<file path="config.mk">
export PLATFORM = sky130hd
export DESIGN_NAME = apb_multi_master
export DESIGN_NICKNAME = d
export VERILOG_FILES = /design/src/rtl/apb_pkg.sv /design/src/rtl/apb_addr_decoder.sv /design/src/rtl/apb_multi_master.sv
export SDC_FILE = /design/constraint.sdc
export NUM_CORES = 1
export LEC_CHECK = 0
export CAP_MARGIN = 25
export CORE_AREA = 2 2 139 141
export CTS_CLUSTER_SIZE = 28
export DETAILED_ROUTE_END_ITERATION = 7
export DIE_AREA = 0 0 141 143
export PLACE_DENSITY = 0.67
export SYNTH_ARGS = -nofsm -noshare
export SYNTH_HDL_FRONTEND = slang
export SYNTH_SLANG_ARGS = --single-unit
export TNS_END_PERCENT = 10
</file>
<file path="constraint.sdc">
create_clock -name apb_clk -period 3.68 [get_ports apb_clk]
set_input_delay 0.368 -clock apb_clk [delete_from_list [all_inputs] [get_ports apb_clk]]
set_output_delay 0.368 -clock apb_clk [all_outputs]
set_load 0.005 [all_outputs]
</file>
<file path="src/rtl/apb_pkg.sv">
// Shared types for the APB multi-requester bridge.
// FSM states and request kinds used by apb_multi_master.
package apb_pkg;

  localparam int unsigned PROT_W = 3;

  typedef enum logic [1:0] {
    IDLE   = 2'd0,
    SETUP  = 2'd1,
    ACCESS = 2'd2,
    RESP   = 2'd3
  } state_t;

  typedef enum logic {
    READ  = 1'b0,
    WRITE = 1'b1
  } req_type_t;

endpackage

</file>
<file path="src/rtl/apb_addr_decoder.sv">
// Combinational APB slave decoder: the lowest matching slave index wins.
// Produces a hit flag and a one-hot (or zero) select vector.
module apb_addr_decoder #(
  parameter int unsigned AW_APB = 32,
  parameter int unsigned N_SLV  = 4,
  parameter logic [N_SLV-1:0][AW_APB-1:0] SLV_BASE = '0,
  parameter logic [N_SLV-1:0][AW_APB-1:0] SLV_MASK = '0
) (
  input  logic [AW_APB-1:0] addr,
  output logic              hit,
  output logic [N_SLV-1:0]  sel
);

  // Scan downwards so the lowest matching index is the last writer.
  always_comb begin
    hit = 1'b0;
    sel = '0;
    for (int i = N_SLV - 1; i >= 0; i--) begin
      if ((addr & SLV_MASK[i]) == SLV_BASE[i]) begin
        hit    = 1'b1;
        sel    = '0;
        sel[i] = 1'b1;
      end
    end
  end

endmodule

</file>
<file path="src/rtl/apb_multi_master.sv">
// APB master shared by a read and a write requester, round-robin arbitrated.
// Optional ACCESS timeout is enabled by defining APB_TIMEOUT_EN.
module apb_multi_master
  import apb_pkg::*;
#(
  parameter int unsigned AW_APB      = 32,
  parameter int unsigned DW_APB      = 32,
  parameter int unsigned N_SLV       = 4,
  parameter logic [N_SLV-1:0][AW_APB-1:0] SLV_BASE = {
    32'h0000_3000, 32'h0000_2000, 32'h0000_1000, 32'h0000_0000
  },
  parameter logic [N_SLV-1:0][AW_APB-1:0] SLV_MASK = {
    32'hFFFF_F000, 32'hFFFF_F000, 32'hFFFF_F000, 32'hFFFF_F000
  },
  parameter int unsigned TIMEOUT_CYC = 255
) (
  input  logic                    apb_clk,
  input  logic                    sys_reset,
  input  logic                    wr_req_valid,
  output logic                    wr_req_ready,
  input  logic [AW_APB-1:0]       wr_addr,
  input  logic [DW_APB-1:0]       wr_data,
  input  logic [DW_APB/8-1:0]     wr_strb,
  input  logic [PROT_W-1:0]       wr_prot,
  input  logic                    rd_req_valid,
  output logic                    rd_req_ready,
  input  logic [AW_APB-1:0]       rd_addr,
  input  logic [PROT_W-1:0]       rd_prot,
  output logic                    wr_resp_valid,
  output logic                    wr_resp_err,
  output logic                    rd_resp_valid,
  output logic                    rd_resp_err,
  output logic [DW_APB-1:0]       rd_data,
  output logic [AW_APB-1:0]       paddr,
  output logic [DW_APB-1:0]       pwdata,
  output logic [DW_APB/8-1:0]     pstrb,
  output logic [PROT_W-1:0]       pprot,
  output logic                    pwrite,
  output logic                    penable,
  output logic [N_SLV-1:0]        psel,
  input  logic [N_SLV*DW_APB-1:0] prdata,
  input  logic [N_SLV-1:0]        pready,
  input  logic [N_SLV-1:0]        pslverr
);

  state_t             state;
  req_type_t          last_type;
  req_type_t          gnt_type;
  logic [N_SLV-1:0]   slv_sel;
  logic [AW_APB-1:0]  req_addr;
  logic               dec_hit;
  logic [N_SLV-1:0]   dec_sel;
  logic               sel_ready;
  logic               sel_err;
  logic [DW_APB-1:0]  sel_rdata;
  logic               pick_rd;
  logic               granted;
  logic               cap_valid;
  logic               accept;
  logic               tmo;
  logic               fin;
  logic               fin_err;
  logic [DW_APB-1:0]  fin_data;

  assign req_addr = (gnt_type == READ) ? rd_addr : wr_addr;

  apb_addr_decoder #(
    .AW_APB   (AW_APB),
    .N_SLV    (N_SLV),
    .SLV_BASE (SLV_BASE),
    .SLV_MASK (SLV_MASK)
  ) u_dec (
    .addr (req_addr),
    .hit  (dec_hit),
    .sel  (dec_sel)
  );

  always_comb begin
    sel_rdata = '0;
    for (int i = 0; i < N_SLV; i++) begin
      if (slv_sel[i]) begin
        sel_rdata = sel_rdata | prdata[i*DW_APB +: DW_APB];
      end
    end
  end

  assign sel_ready = |(pready & slv_sel);
  assign sel_err   = |(pslverr & slv_sel);

  // Read wins a tie unless it was the last type granted.
  assign pick_rd   = rd_req_valid && (!wr_req_valid || last_type == WRITE);
  assign granted   = rd_req_ready || wr_req_ready;
  assign cap_valid = (gnt_type == READ) ? rd_req_valid : wr_req_valid;
  assign accept    = (state == IDLE) && granted && cap_valid;

`ifdef APB_TIMEOUT_EN
  localparam int unsigned CW = $clog2(TIMEOUT_CYC + 1);
  logic [CW-1:0] wait_cnt;

  always_ff @(posedge apb_clk) begin
    if (sys_reset || state != ACCESS) begin
      wait_cnt <= '0;
    end else begin
      wait_cnt <= wait_cnt + 1'b1;
    end
  end

  assign tmo = (state == ACCESS) && !sel_ready
            && (wait_cnt == CW'(TIMEOUT_CYC - 1));
`else
  assign tmo = 1'b0;
`endif

  assign fin      = (accept && !dec_hit)
                 || (state == ACCESS && (sel_ready || tmo));
  assign fin_err  = (state == ACCESS && sel_ready) ? sel_err : 1'b1;
  assign fin_data = fin_err ? '0 : sel_rdata;

  always_ff @(posedge apb_clk) begin
    if (sys_reset) begin
      state         <= IDLE;
      last_type     <= WRITE;
      gnt_type      <= READ;
      slv_sel       <= '0;
      wr_req_ready  <= 1'b0;
      rd_req_ready  <= 1'b0;
      wr_resp_valid <= 1'b0;
      wr_resp_err   <= 1'b0;
      rd_resp_valid <= 1'b0;
      rd_resp_err   <= 1'b0;
      rd_data       <= '0;
      paddr         <= '0;
      pwdata        <= '0;
      pstrb         <= '0;
      pprot         <= '0;
      pwrite        <= 1'b0;
      penable       <= 1'b0;
      psel          <= '0;
    end else begin
      wr_req_ready  <= 1'b0;
      rd_req_ready  <= 1'b0;
      wr_resp_valid <= 1'b0;
      wr_resp_err   <= 1'b0;
      rd_resp_valid <= 1'b0;
      rd_resp_err   <= 1'b0;

      unique case (state)
        IDLE: begin
          if (granted) begin
            if (cap_valid) begin
              last_type <= gnt_type;
              slv_sel   <= dec_sel;
              paddr     <= req_addr;
              pwrite    <= (gnt_type == WRITE);
              pwdata    <= wr_data;
              pstrb     <= (gnt_type == WRITE) ? wr_strb : '0;
              pprot     <= (gnt_type == WRITE) ? wr_prot : rd_prot;
              if (dec_hit) begin
                psel  <= dec_sel;
                state <= SETUP;
              end else begin
                state <= RESP;
              end
            end
          end else if (rd_req_valid || wr_req_valid) begin
            gnt_type     <= pick_rd ? READ : WRITE;
            rd_req_ready <= pick_rd;
            wr_req_ready <= !pick_rd;
          end
        end
        SETUP: begin
          penable <= 1'b1;
          state   <= ACCESS;
        end
        ACCESS: begin
          if (sel_ready || tmo) begin
            psel    <= '0;
            penable <= 1'b0;
            state   <= RESP;
          end
        end
        RESP: begin
          state <= IDLE;
        end
        default: begin
          state <= IDLE;
        end
      endcase

      if (fin) begin
        if (gnt_type == READ) begin
          rd_resp_valid <= 1'b1;
          rd_resp_err   <= fin_err;
          rd_data       <= fin_data;
        end else begin
          wr_resp_valid <= 1'b1;
          wr_resp_err   <= fin_err;
        end
      end
    end
  end

endmodule
</file>
==> Word-level counts from Yosys, hierarchy flattened <==
Cells that the tools add are included.
{ "word_totals": {"register_bits": 123, "word_cells": 99, "output_inout_bits": 115} }
{ "op_classes": {"n_mux": 33, "n_reduce_logical": 28, "n_eq_ne": 10, "n_bitwise": 10} }
{ "ops": {"columns": ["cell", "count"], "rows": [
  ["two-way mux 32 bit", 6],
  ["bitwise OR 32 bit", 3],
  ["== test 20 x 2 -> 1 bit (second input constant)", 2],
  ["two-way mux 4 bit", 9],
  ["zero test 32 bit", 1],
  ["== test 20 x 1 -> 1 bit (second input constant)", 1],
  ["OR reduction 4 bit", 3],
  ["two-way mux 1 bit", 10],
  ["AND reduction 3 bit", 3],
  ["bitwise AND 4 bit", 2],
  ["two-way mux 2 bit", 4],
  ["!= test 2 bit (second input constant)", 4],
  ["one-hot mux 2 bit (4 select lines)", 1],
  ["one-hot mux 4 bit (2 select lines)", 1],
  ["OR reduction 3 bit", 2],
  ["logical AND 1 bit", 5],
  ["inverter 1 bit", 5],
  ["AND reduction 5 bit", 1],
  ["== test 2 bit (second input constant)", 2],
  ["logical OR 1 bit", 4],
  ["AND reduction 2 bit", 2],
  ["nonzero test 2 bit", 2],
  ["zero test 1 bit", 3],
  ["two-way mux 3 bit", 1],
  ["other kinds (4)", 4]
]} }

==> Logic depth before layout (Yosys ltp) <==
Gate-level depths: netlist (run 1).
{ "depth": {"word_depth": 11, "mapped_depth": 8, "mapped_depth_nobuf": 7} }

==> By module <==
A second synthesis (run 1) with hierarchy kept.
{ "unflattened": {"hier_cells": 613, "area_unflattened_um2": 5670.4} }
{ "by_module_without_submodules": {"columns": ["module", "area_per_inst_um2", "seq_area_each_um2", "cells_per_inst", "n_inst"], "rows": [
  ["apb_multi_master", 5571.6, 2462.4, 599, 1],
  ["apb_addr_decoder", 98.8, 0.0, 14, 1]
]} }

==> Worst setup path before layout (run 1) <==
No wires, ideal clock.
{ "synth_path": {"path_type": "in2reg", "from": "in wr_addr[14]", "to": "reg rd_data[29]", "stages": 6, "arrival_ps": 1785, "setup_slack_ps": 1823, "cell_sequence": "nor4_1 > nand3_1 > a221o_1 > o311ai_4 > buf_6 > o2bb2ai_1"} }
{ "synth_via": {"elab_chain_len": 10, "elab_cells_between_ends": 13, "classes_between": "eq/ne (3); mux (5); reduce/logical (5)"} }
{ "synth_rtl": {"columns": ["item", "line", "rtl"], "rows": [
  ["start, declared", "apb_multi_master.sv:21", "input logic [AW_APB-1:0] wr_addr,"],
  ["two-way mux 32 bit (*)", "apb_multi_master.sv:65", "assign req_addr = (gnt_type == READ) ? rd_addr : wr_addr;"],
  ["== test 20 x 2 -> 1 bit", "apb_addr_decoder.sv:19", "if ((addr & SLV_MASK[i]) == SLV_BASE[i]) begin"],
  ["two-way mux 1 bit (3 in a row)", "apb_addr_decoder.sv:19", null],
  ["two-way mux 1 bit (*)", "apb_addr_decoder.sv:19", null],
  ["zero test 1 bit (*)", "apb_multi_master.sv:114", "assign fin = (accept && !dec_hit)"],
  ["logical AND 1 bit (*)", "apb_multi_master.sv:114", null],
  ["logical OR 1 bit (*)", "apb_multi_master.sv:115", "|| (state == ACCESS && (sel_ready || tmo));"],
  ["AND reduction 2 bit (no source line) (*)", null, null],
  ["end signal, assigned", "apb_multi_master.sv:194", "rd_data <= fin_data;"],
  ["end, declared", "apb_multi_master.sv:33", "output logic [DW_APB-1:0] rd_data,"]
]} }
Mark *: on every way between the ends. The rest lies on a longest branch, timed or not.
A chain may end at the register's enable or synchronous reset.

==> Final worst setup path (run 1) <==
{ "layout_path": {"from": "reg gnt_type", "to": "reg rd_data[15]"} }
{ "layout_via": {"elab_chain_len": 10, "elab_cells_between_ends": 16, "classes_between": "eq/ne (3); mux (6); bitwise (1); reduce/logical (6)"} }
{ "layout_rtl": {"columns": ["item", "line", "rtl"], "rows": [
  ["start, declared", "apb_multi_master.sv:48", "req_type_t gnt_type;"],
  ["start signal, assigned", "apb_multi_master.sv:166", "gnt_type <= pick_rd ? READ : WRITE;"],
  ["two-way mux 32 bit", "apb_multi_master.sv:65", null],
  ["== test 20 x 2 -> 1 bit", "apb_addr_decoder.sv:19", null],
  ["two-way mux 1 bit (4 in a row)", "apb_addr_decoder.sv:19", null],
  ["zero test 1 bit", "apb_multi_master.sv:114", null],
  ["logical AND 1 bit", "apb_multi_master.sv:114", null],
  ["logical OR 1 bit", "apb_multi_master.sv:115", null],
  ["AND reduction 2 bit (no source line) (*)", null, null]
]} }
Marks and branches as above.

==> results of run 1 <==
## final cells by class
type	instances	area, um2
clock inverters	8	143
fillers	1773	8890
clock buffers	23	458
multi-input cells	399	2600
well taps	234	293
inverters	12	45.0
repair buffers	371	3680
flip-flops and latches	123	2460
## flip-flops by register name, indices dropped and copies added (netlist names)
register and cells:
pwrite 1, slv_sel 4, penable 1, gnt_type 1, rd_resp_valid 1, rd_data 32, rd_resp_err 1, pwdata 32
pprot 3, last_type 1, wr_resp_valid 1, state 2, rd_req_ready 1, pstrb 4, paddr 32, psel 4
wr_resp_err 1, wr_req_ready 1
## cells in the final DEF (no fill, tap or decap), types with 12 or more instances in the layout
master and instances:
clkdlybuf4s50_1 359, a221oi_1 33, a22o_1 32, a211oi_1 34, o2bb2ai_1 32, a21oi_1 40, inv_1 12, nor2_1 51
dfxtp_1 122, mux2i_1 35, nand2_1 79, clkbuf_16 17, a22oi_1 12
## layer usage
metal / GRT usage / wire (um) / vias up
met5: 0 / 0 / -
li1: - / - / 2878
met1: 0.228 / 8450 / 2648
met2: 0.351 / 10100 / 228
met3: 0.0744 / 1760 / 25
met4: 0.0732 / 492 / 0
## synth_stat cells, types with 2 or more instances
cell / n
a22o_1: 32
nand3_1: 5
clkbuf_1: 37
o2bb2ai_1: 32
dfxtp_1: 123
ha_1: 2
o22a_1: 2
o21ai_0: 3
inv_1: 12
a211oi_1: 34
nor2_1: 52
a21oi_1: 40
a22oi_1: 12
buf_2: 4
buf_1: 9
or3_1: 4
buf_6: 3
a31oi_1: 2
a221oi_1: 33
mux2i_1: 35
o22ai_1: 4
nand4_1: 3
nand2_1: 79
nor4_1: 7
nor3_1: 5
## worst min path at each step
stage,endpoint,slack (ns),depth (start not counted)
floorplan,pwdata[0],0.45,2
CTS,slv_sel[1],0.21,2
detailed placement,pwdata[10],0.45,2
finish,slv_sel[1],0.23,2
global placement,pwdata[17],0.44,2
global route,slv_sel[1],0.23,2
## power breakdown
part	switching, mW	total [mW]	internal (mW)
clock	0.578	1.72	1.14
combinational	0.458	1.08	0.620
sequential	0.0850	1.55	1.47
## metrics by stage
| step | instance area (um2) | hold slack, ns |
|---|---|---|
| floorplan | 5330 | 0.453 |
| global route | 9690 | 0.231 |
| global placement | 9090 | 0.440 |
| finish | 9690 | 0.231 |
| CTS | 9690 | 0.211 |
| detailed placement | 9090 | 0.446 |
## logic make-up after synthesis
family,synth area share
compound gates,0.290
flops,0.462
simple gates,0.127
buf+inv,0.0509
fa+ha+maj,0.00469
mux,0.0657
==> metrics.md, run 1 <==
| Metric | Value |
|---|---|
| CTS Root Cell | clkbuf_16 |
| Yosys top cell by area | dfxtp_1 |
| Lkg Pwr | about 3.3 nW |
| Worst-path clk slew | around 0.05 ns |
| Worst reg2reg path endpoint | rd_data[15] |
| CP max-delay cell | dfxtp_2 |
| Number of synthesized flops with an enable pin | 0 |
| Sum Neg Setup Slack | 0 ns |
| Pin count of the biggest net entering global routing | 84 |
| Die area | 20,200 um2 |
| Power density over the cells | roughly 450 nW/um2 |
| Overflow after GRT | 0 |
| Status | complete, no violations |
| Tot Pwr | between 4 and 5 mW |
| Die width | 141 um |
| Reg2reg start | gnt_type |
| Clock Sinks | roughly 120 |
| Final Max Slew Viols | 0 |
| # IOs | approximately 360 |
| CP delay by family, top | buffers and inverters |
| Hold Crit Class | in -> reg |
| CP Depth | 7 |
| CP peak stage delay | between 0.7 and 0.8 ns |
| Slew @ Worst Pin | a little over 0.9 ns |
| Setup crit end kind | flop |
| Most used cell, CP | buf_4 |
| Worst Setup EP | rd_data[15] |
| Ys async rst share | 0 |
| Synth cell types | 38 |
| Core Region | 18,600 um2 |
| Final setup viols | 0 |
| Worst EP required | roughly 4 ns |
| Hold Buf Count CTS | 0 |
| CP Launch Type | flop |
| Buf+Inv Stages, Crit Path | 2 |
| Highest clock rate | 356 MHz |
| Synth area leaders | dfxtp_1 46%, mux2i_1 6.6%, nand2_1 5.6%, a221oi_1 5.4%, a22o_1 5.3% |
| Hold violation count in the final report | 0 |
| Synth warnings | 0 |
| Vias/cell | around 5 |
| Max VDD drop | between 0.3 and 0.4 mV |
| Routability cong. | 0.814 |
| ANT cells | 0 |
| Gr usage total | 0.202 |
| Clock latency on the worst-skew pair | ~0.41 ns |
| Drt wl/cell | approximately 18 um |
| Synth-to-layout area growth | 81.7% |
| Post-CTS Resized | 0 |
| Drt pass-1 iters | 4 |
| Total wire length | about 21 mm |
| Cell count after placement | approximately 1.1k |
| Vias in the first global route | between 5k and 6k |
| Post-Synthesis Cells | between 500 and 600 |
| Worst Min Path Start | sys_reset |
| DR iter-0 viols | approximately 250 |
| Final period util | 0.763 |
| H-Tree Depth | 4 |
| Remaining DRCs | 0 |
| Post-synth top area share | 0.462 |
| Initial Util | 0.287 |
| First-pass GRT wire length | ~31 mm |
| Skew final | a little under 0.007 ns |
| Chip height | between 100 and 150 um |
| Setup bufs post-CTS | 0 |
| Crit path DAT | ~3.1 ns |
| MaxCap Viol Count | 0 |
| Crit path launch | gnt_type |
| Slew HR | 0.386 |
| Fin nets | 1,172 |
| Layout cell share with drive strength beyond 1 | 0.0459 |
| RSZ-0062 raised after global routing | false |
| Dominant synthesized flop cell | dfxtp_1 |
| Row count | 50 |
| Syn Nets | between 800 and 900 |
| Pre-CTS setup slack | 0.877 ns |
| Final worst-path setup slack | 0.871 ns |
| Hpwl dp | 15.6 mm |
| Fin crit period | roughly 2.8 ns |
| R2R setup slack | 0.87 ns |
| Final antenna-violating net count | 0 |
| CTS tree | done |
| Sequential area share after synthesis | 0.462 |
| Final core utilization | 0.521 |
| Cells on worst reg2reg path | 7 |
| Max clock buf depth | 2 |
| Post-Syn Area per Cell | between 9 and 10 um2 |
| Vias | 5,779 |
| Cts bufs inserted | 17 |
| Setup CP Type | reg -> reg |
| Synthesized area | 5330 um2 |
| Cell Count, Final, Fillers Out | between 1k and 1.5k |
| Worst-path cell chain | buf_4 > mux2i_1 > nor2_4 > or3_1 > o311ai_4 > buf_4 > o2bb2ai_1 |
| Seq cells post-synth | roughly 120 |
| PortBufs | 360 |
| Initial antenna violation count | 0 |
| Largest fanout on the critical path | 32 |
Power figures use the tool's default switching activity.
==> run 2, diff against run 1 <==
Settings changed: CORE_AREA 2 2 139 141 to 2 2 140 142, DIE_AREA 0 0 141 143 to 0 0 142 144, PLACE_DENSITY 0.67 to 0.66.
Clock period 3.68 ns to 2.65 ns, I/O delays scaled along.
==> run 2 against run 1 <==
Wire length grew 2.8%. Global-route usage shrank 0.16 points. Critical path depth shrank 1. Die area grew 1.4%. Largest power group unchanged. Highest routed layer unchanged. First-iteration DRC count shrank 17%. Clock power grew 43%. Power grew 41%. Cell count grew 0.60%. Sequential power grew 37%. Register-to-register slack lost 0.45 ns. Clock skew grew 0.00079 ns.
==> metrics.md, run 2 (synthesis results as in run 1) <==
| Metric | Value |
|---|---|
| Hpwl dp | 16.1 mm (was 15.6 mm) |
| PortBufs | 360 (unchanged) |
| Vias/cell | 4.96 (was 4.94) |
| Fin nets | 1,174 (was 1,172) |
| Max VDD drop | 0.461 mV (was 0.321 mV) |
| Clock latency on the worst-skew pair | 0.41 ns (about the same) |
| Initial antenna violation count | 1 (was 0) |
| Crit path DAT | 2.57 ns (was 3.14 ns) |
| Post-CTS Resized | 0 (unchanged) |
| Gr usage total | 0.200 (was 0.202) |
| Total wire length | 21.4 mm (was 20.8 mm) |
| RSZ-0062 raised after global routing | false (unchanged) |
| Chip height | 144 um (was 143 um) |
| MaxCap Viol Count | 0 (unchanged) |
| Setup bufs post-CTS | 0 (unchanged) |
| Largest fanout on the critical path | 32 (unchanged) |
| First-pass GRT wire length | 31.3 mm (was 31.4 mm) |
| H-Tree Depth | 4 (unchanged) |
| Cts bufs inserted | 17 (unchanged) |
| Setup CP Type | reg -> reg (unchanged) |
| Row count | 51 (was 50) |
| Lkg Pwr | 3.29 nW (was 3.26 nW) |
| Drt pass-1 iters | 4 (unchanged) |
| Remaining DRCs | 0 (unchanged) |
| Hold_ws | 0.184 ns (was 0.231 ns) |
| Commonest non-fill, non-tap cell in the layout | clkdlybuf4s50_1 (unchanged) |
| Fin crit period | 2.23 ns (was 2.81 ns) |
| Drt wl/cell | 18.2 um (was 17.8 um) |
| Die area | 20,400 um2 (was 20,200 um2) |
| Routability cong. | 0.774 (was 0.814) |
| DR iter-0 viols | 205 (was 246) |
| Layout cell share with drive strength beyond 1 | 0.0532 (was 0.0459) |
| Overflow after GRT | 0 (unchanged) |
| Pin count of the biggest net entering global routing | 105 (was 84) |
| Highest clock rate | 449 MHz (was 356 MHz) |
| Number of fill cells | 1,765 (was 1,773) |
| Hold Buf Count CTS | 0 (unchanged) |
| Final Max Slew Viols | 0 (unchanged) |
| Status | complete, no violations (unchanged) |
| Cell count after placement | 1,145 (was 1,139) |
| CTS Root Cell | clkbuf_16 (unchanged) |
| Slew HR | 0.626 (was 0.386) |
| Cell Count, Final, Fillers Out | 1,177 (was 1,170) |
| Setup crit end kind | flop (unchanged) |
| Final setup viols | 0 (unchanged) |
| Sum Neg Setup Slack | 0 ns (unchanged) |
| Final antenna-violating net count | 0 (unchanged) |
| Vias | 5,839 (was 5,779) |
| Max clock buf depth | 2 (unchanged) |
| Vias in the first global route | 5,638 (was 5,697) |
| Final period util | 0.841 (was 0.763) |
| Slew @ Worst Pin | 0.555 ns (was 0.921 ns) |
| CP Launch Type | flop (unchanged) |
| Biggest regs | paddr: 32 flops, pwdata: 32 flops, rd_data: 32 flops (unchanged) |
| Final core utilization | 0.512 (was 0.521) |
| Clock Sinks | 123 (unchanged) |
| # IOs | 361 (unchanged) |
| Tot Pwr | 6.13 mW (was 4.35 mW) |
| CTS tree | done (unchanged) |
| Worst EP required | 2.99 ns (was 4.01 ns) |
| ANT cells | 0 (unchanged) |
| Skew final | 0.00770 ns (was 0.00691 ns) |
| Worst-path clk slew | 0.06 ns (was 0.05 ns) |
| Hold Crit Class | in -> reg (unchanged) |
| Synth-to-layout area growth | 83.3% (was 81.7%) |
| Core Region | 19,100 um2 (was 18,600 um2) |
| Die width | 142 um (was 141 um) |
| Power density over the cells | 628 nW/um2 (was 449 nW/um2) |
| Commonest cells after routing, fill and taps aside | 359 x clkdlybuf4s50_1, 122 x dfxtp_1, 79 x nand2_1 (unchanged) |
| Hold violation count in the final report | 0 (unchanged) |
| Initial Util | 0.279 (was 0.287) |
[run 2: cell count changes in the layout (fill, tap and decap cells not counted), sizes merged]
cell	before	now
clkinv	3	4
clkinvlp	1	4
clkbuf	23	18
buf	12	14
inv	12	14
[run 2: critical path, stage by stage (launching register included)]
cell	delay (ns)
dfxtp_2	0.38
nor4_1	0.43
nand3_1	0.17
a221o_1	0.49
o311ai_4	0.30
buf_12	0.23
o2bb2ai_1	0.14
[run 2: final cells by class]
cell class,instances,area [um2],area share
sequential,123,2460,0.252
inverter,12,45.0,0.00461
clock inverter,14,195,0.0200
multi-input combinational,399,2600,0.267
clock buffer,18,429,0.0439
tap,238,298,0.0305
timing repair buffer,373,3730,0.382
[run 2: final timing paths]
kind / from / end / slack (ns) / depth (start not counted)
setup / recovery: gnt_type / rd_data[17] / 0.42 / 6
hold / removal: sys_reset / paddr[3] / 0.18 / 2
setup reg to reg: gnt_type / rd_data[17] / 0.42 / 6
hold reg to reg: pwdata[10] / pwdata[10] / 0.45 / 2
[run 2: power by group]
| group | leakage (nW) | switching [mW] | total (mW) | internal (mW) |
|---|---|---|---|---|
| combinational | 2.00 | 0.660 | 1.54 | 0.884 |
| clock | 0.293 | 0.878 | 2.46 | 1.58 |
| sequential | 0.996 | 0.0983 | 2.13 | 2.04 |
| total | 3.29 | 1.64 | 6.13 | 4.50 |
[run 2: through the flow]
stage,worst slack [ns],instance area [um2]
floorplan,0.849,5330
global placement,0.149,9140
detailed placement,0.102,9140
CTS,0.389,9770
global route,0.281,9770
finish,0.422,9770
[run 2: metal layers]
layer	vias to the layer above	share of wire	global-route usage
met1	2680	0.41	0.228
li1	2897	-	-
met5	-	0	0
met3	33	0.082	0.0695
met2	229	0.49	0.344
met4	0	0.027	0.0821
==> run 3, diff against run 2 <==
Clock period 2.65 ns to 2.3 ns, I/O delays scaled along.
==> run 3 against run 2 <==
Worst setup slack worse by 0.24 ns. Critical path depth unchanged. Maximum frequency grew 5.3%. Highest routed layer is now met5.
==> metrics.md, run 3 (synthesis results as in run 1) <==
| Metric | Value |
|---|---|
| Clock power frac | 0.382 (was 0.400) |
| Setup CP Type | reg -> reg (unchanged) |
| Worst EP required | 2.59 ns (was 2.99 ns) |
| Final Cell Area | 9790 um2 (was 9770 um2) |
| Tot Pwr | 6.87 mW (was 6.13 mW) |
| Setup crit end kind | flop (unchanged) |
| Gate power share | 0.261 (was 0.252) |
| Switching pwr | 1.86 mW (was 1.64 mW) |
| Placed Area | 9200 um2 (was 9140 um2) |
| Initial Util | 0.279 (unchanged) |
| RSZ-0062 raised after global routing | false (unchanged) |
| Slew @ Worst Pin | 0.485 ns (was 0.555 ns) |
| Sum Neg Setup Slack | 0 ns (unchanged) |
| Fin crit period | 2.11 ns (was 2.23 ns) |
| Max clock buf depth | 2 (unchanged) |
| CTS tree | done (unchanged) |
| Vias | 5,856 (was 5,839) |
| Pin count of the biggest net entering global routing | 105 (unchanged) |
| Final Max Slew Viols | 0 (unchanged) |
| Final setup viols | 0 (unchanged) |
| Hold violation count in the final report | 0 (unchanged) |
| Hold Crit Class | in -> reg (unchanged) |
| Drt wl/cell | 18.1 um (was 18.2 um) |
| Drt pass-1 iters | 4 (unchanged) |
| Biggest regs | paddr: 32 flops, pwdata: 32 flops, rd_data: 32 flops (unchanged) |
| MaxCap Viol Count | 0 (unchanged) |
| Vias/cell | 4.94 (was 4.96) |
| Largest fanout on the critical path | 5 (was 32) |
| Fin nets | 1,182 (was 1,174) |
| Final worst-path setup slack | 0.185 ns (was 0.422 ns) |
| Max VDD drop | 0.505 mV (was 0.461 mV) |
| Status | complete, no violations (unchanged) |
| Highest clock rate | 473 MHz (was 449 MHz) |
| Hpwl dp | 16.1 mm (about the same) |
| Die width | 142 um (unchanged) |
| Commonest cells after routing, fill and taps aside | 359 x clkdlybuf4s50_1, 122 x dfxtp_1, 79 x nand2_1 (unchanged) |
| DR iter-0 viols | 242 (was 205) |
| Cell count after placement | 1,153 (was 1,145) |
| Slew HR | 0.674 (was 0.626) |
| Switching fraction of total power | 0.270 (was 0.267) |
| Final period util | 0.919 (was 0.841) |
| Routability cong. | 0.764 (was 0.774) |
| Vias in the first global route | 5,563 (was 5,638) |
| Commonest non-fill, non-tap cell in the layout | clkdlybuf4s50_1 (unchanged) |
| Worst-path clk slew | 0.06 ns (about the same) |
| Final core utilization | 0.513 (was 0.512) |
| Crit path DAT | 2.40 ns (was 2.57 ns) |
| Power density over the cells | 702 nW/um2 (was 628 nW/um2) |
| Pre-CTS setup slack | -0.201 ns (was 0.102 ns) |
| Synth-to-layout area growth | 83.7% (was 83.3%) |
| Clock Sinks | 123 (unchanged) |
| CTS Root Cell | clkbuf_16 (unchanged) |
| Cell Count, Final, Fillers Out | 1,186 (was 1,177) |
| Skew final | 0.00993 ns (was 0.00770 ns) |
| Total wire length | 21.5 mm (was 21.4 mm) |
| Core Region | 19,100 um2 (unchanged) |
| Cts bufs inserted | 17 (unchanged) |
| Layout cell share with drive strength beyond 1 | 0.0612 (was 0.0532) |
| Sequential share of power | 0.357 (was 0.348) |
| Initial antenna violation count | 1 (unchanged) |
| Gr usage total | 0.200 (about the same) |
| Row count | 51 (unchanged) |
| Overflow after GRT | 0 (unchanged) |
| Power Internal | 5.02 mW (was 4.50 mW) |
| Lkg Pwr | 3.31 nW (was 3.29 nW) |
| CP Launch Type | flop (unchanged) |
| First-pass GRT wire length | 31.1 mm (was 31.3 mm) |
| Final antenna-violating net count | 0 (unchanged) |
| # IOs | 361 (unchanged) |
| Die area | 20,400 um2 (unchanged) |
| Clock latency on the worst-skew pair | 0.42 ns (was 0.41 ns) |
| Chip height | 144 um (unchanged) |
| Remaining DRCs | 0 (unchanged) |
| PortBufs | 360 (unchanged) |
| Hold_ws | 0.144 ns (was 0.184 ns) |
| H-Tree Depth | 4 (unchanged) |
| Hold Buf Count CTS | 0 (unchanged) |
==> run 3: changes by cell type in the layout (fill, tap and decap cells not counted), moves of 2 or more <==
cell / before / now
inv_6: 2 / 0
clkbuf_8: 0 / 2
buf_4: 10 / 18
clkinv_2: 2 / 4
bufinv_16: 4 / 2
==> run 3: worst max-delay path: stages, from the launching register on <==
cell and delay, ns:
dfxtp_2 0.36, nor4_2 0.36, nand3_1 0.16, a221o_1 0.44, buf_4 0.19, a31oi_1 0.34, o22ai_1 0.13
==> run 3: path summary, 6_finish.rpt <==
| path | to | slack (ns) | start | cells past startpoint |
|---|---|---|---|---|
| setup reg to reg | psel[1] | 0.19 | gnt_type | 6 |
| hold reg to reg | pwdata[21] | 0.45 | pwdata[21] | 2 |
| setup / recovery | psel[1] | 0.19 | gnt_type | 6 |
| hold / removal | paddr[9] | 0.14 | sys_reset | 2 |
==> run 3: final cells by class <==
| class | count | area [um2] |
|---|---|---|
| repair buffers | 381 | 3790 |
| clock inverters | 11 | 120 |
| clock buffers | 21 | 460 |
| flip-flops and latches | 123 | 2460 |
| inverters | 12 | 45.0 |
| multi-input cells | 399 | 2610 |
| well taps | 238 | 298 |
| fillers | 1815 | 9290 |
| diodes | 1 | 2.50 |
==> run 3: power by group through the flow <==
stage / Clock [mW] / Combinational (mW) / Sequential, mW
3_3_place_gp: 0 / 1.80 / 2.49
5_1_grt: 2.78 / 1.95 / 2.48
4_1_cts: 2.70 / 1.81 / 2.46
6_report: 2.62 / 1.79 / 2.46
3_5_place_dp: 0 / 1.81 / 2.50
2_1_floorplan: 0 / 0.758 / 2.51
==> run 3: timing repair <==
action	4_1_cts	5_1_grt
setup endpoints to repair	0	4
buffers inserted	0	0
resized for setup	0	1
==> run 3: per-layer routing <==
metal | track usage | up-vias | part of all wire
met3 | 0.0705 | 30 | 0.086
met2 | 0.340 | 235 | 0.48
met5 | 0 | - | 0.00028
met1 | 0.230 | 2683 | 0.41
met4 | 0.0837 | 2 | 0.023
li1 | - | 2906 | -
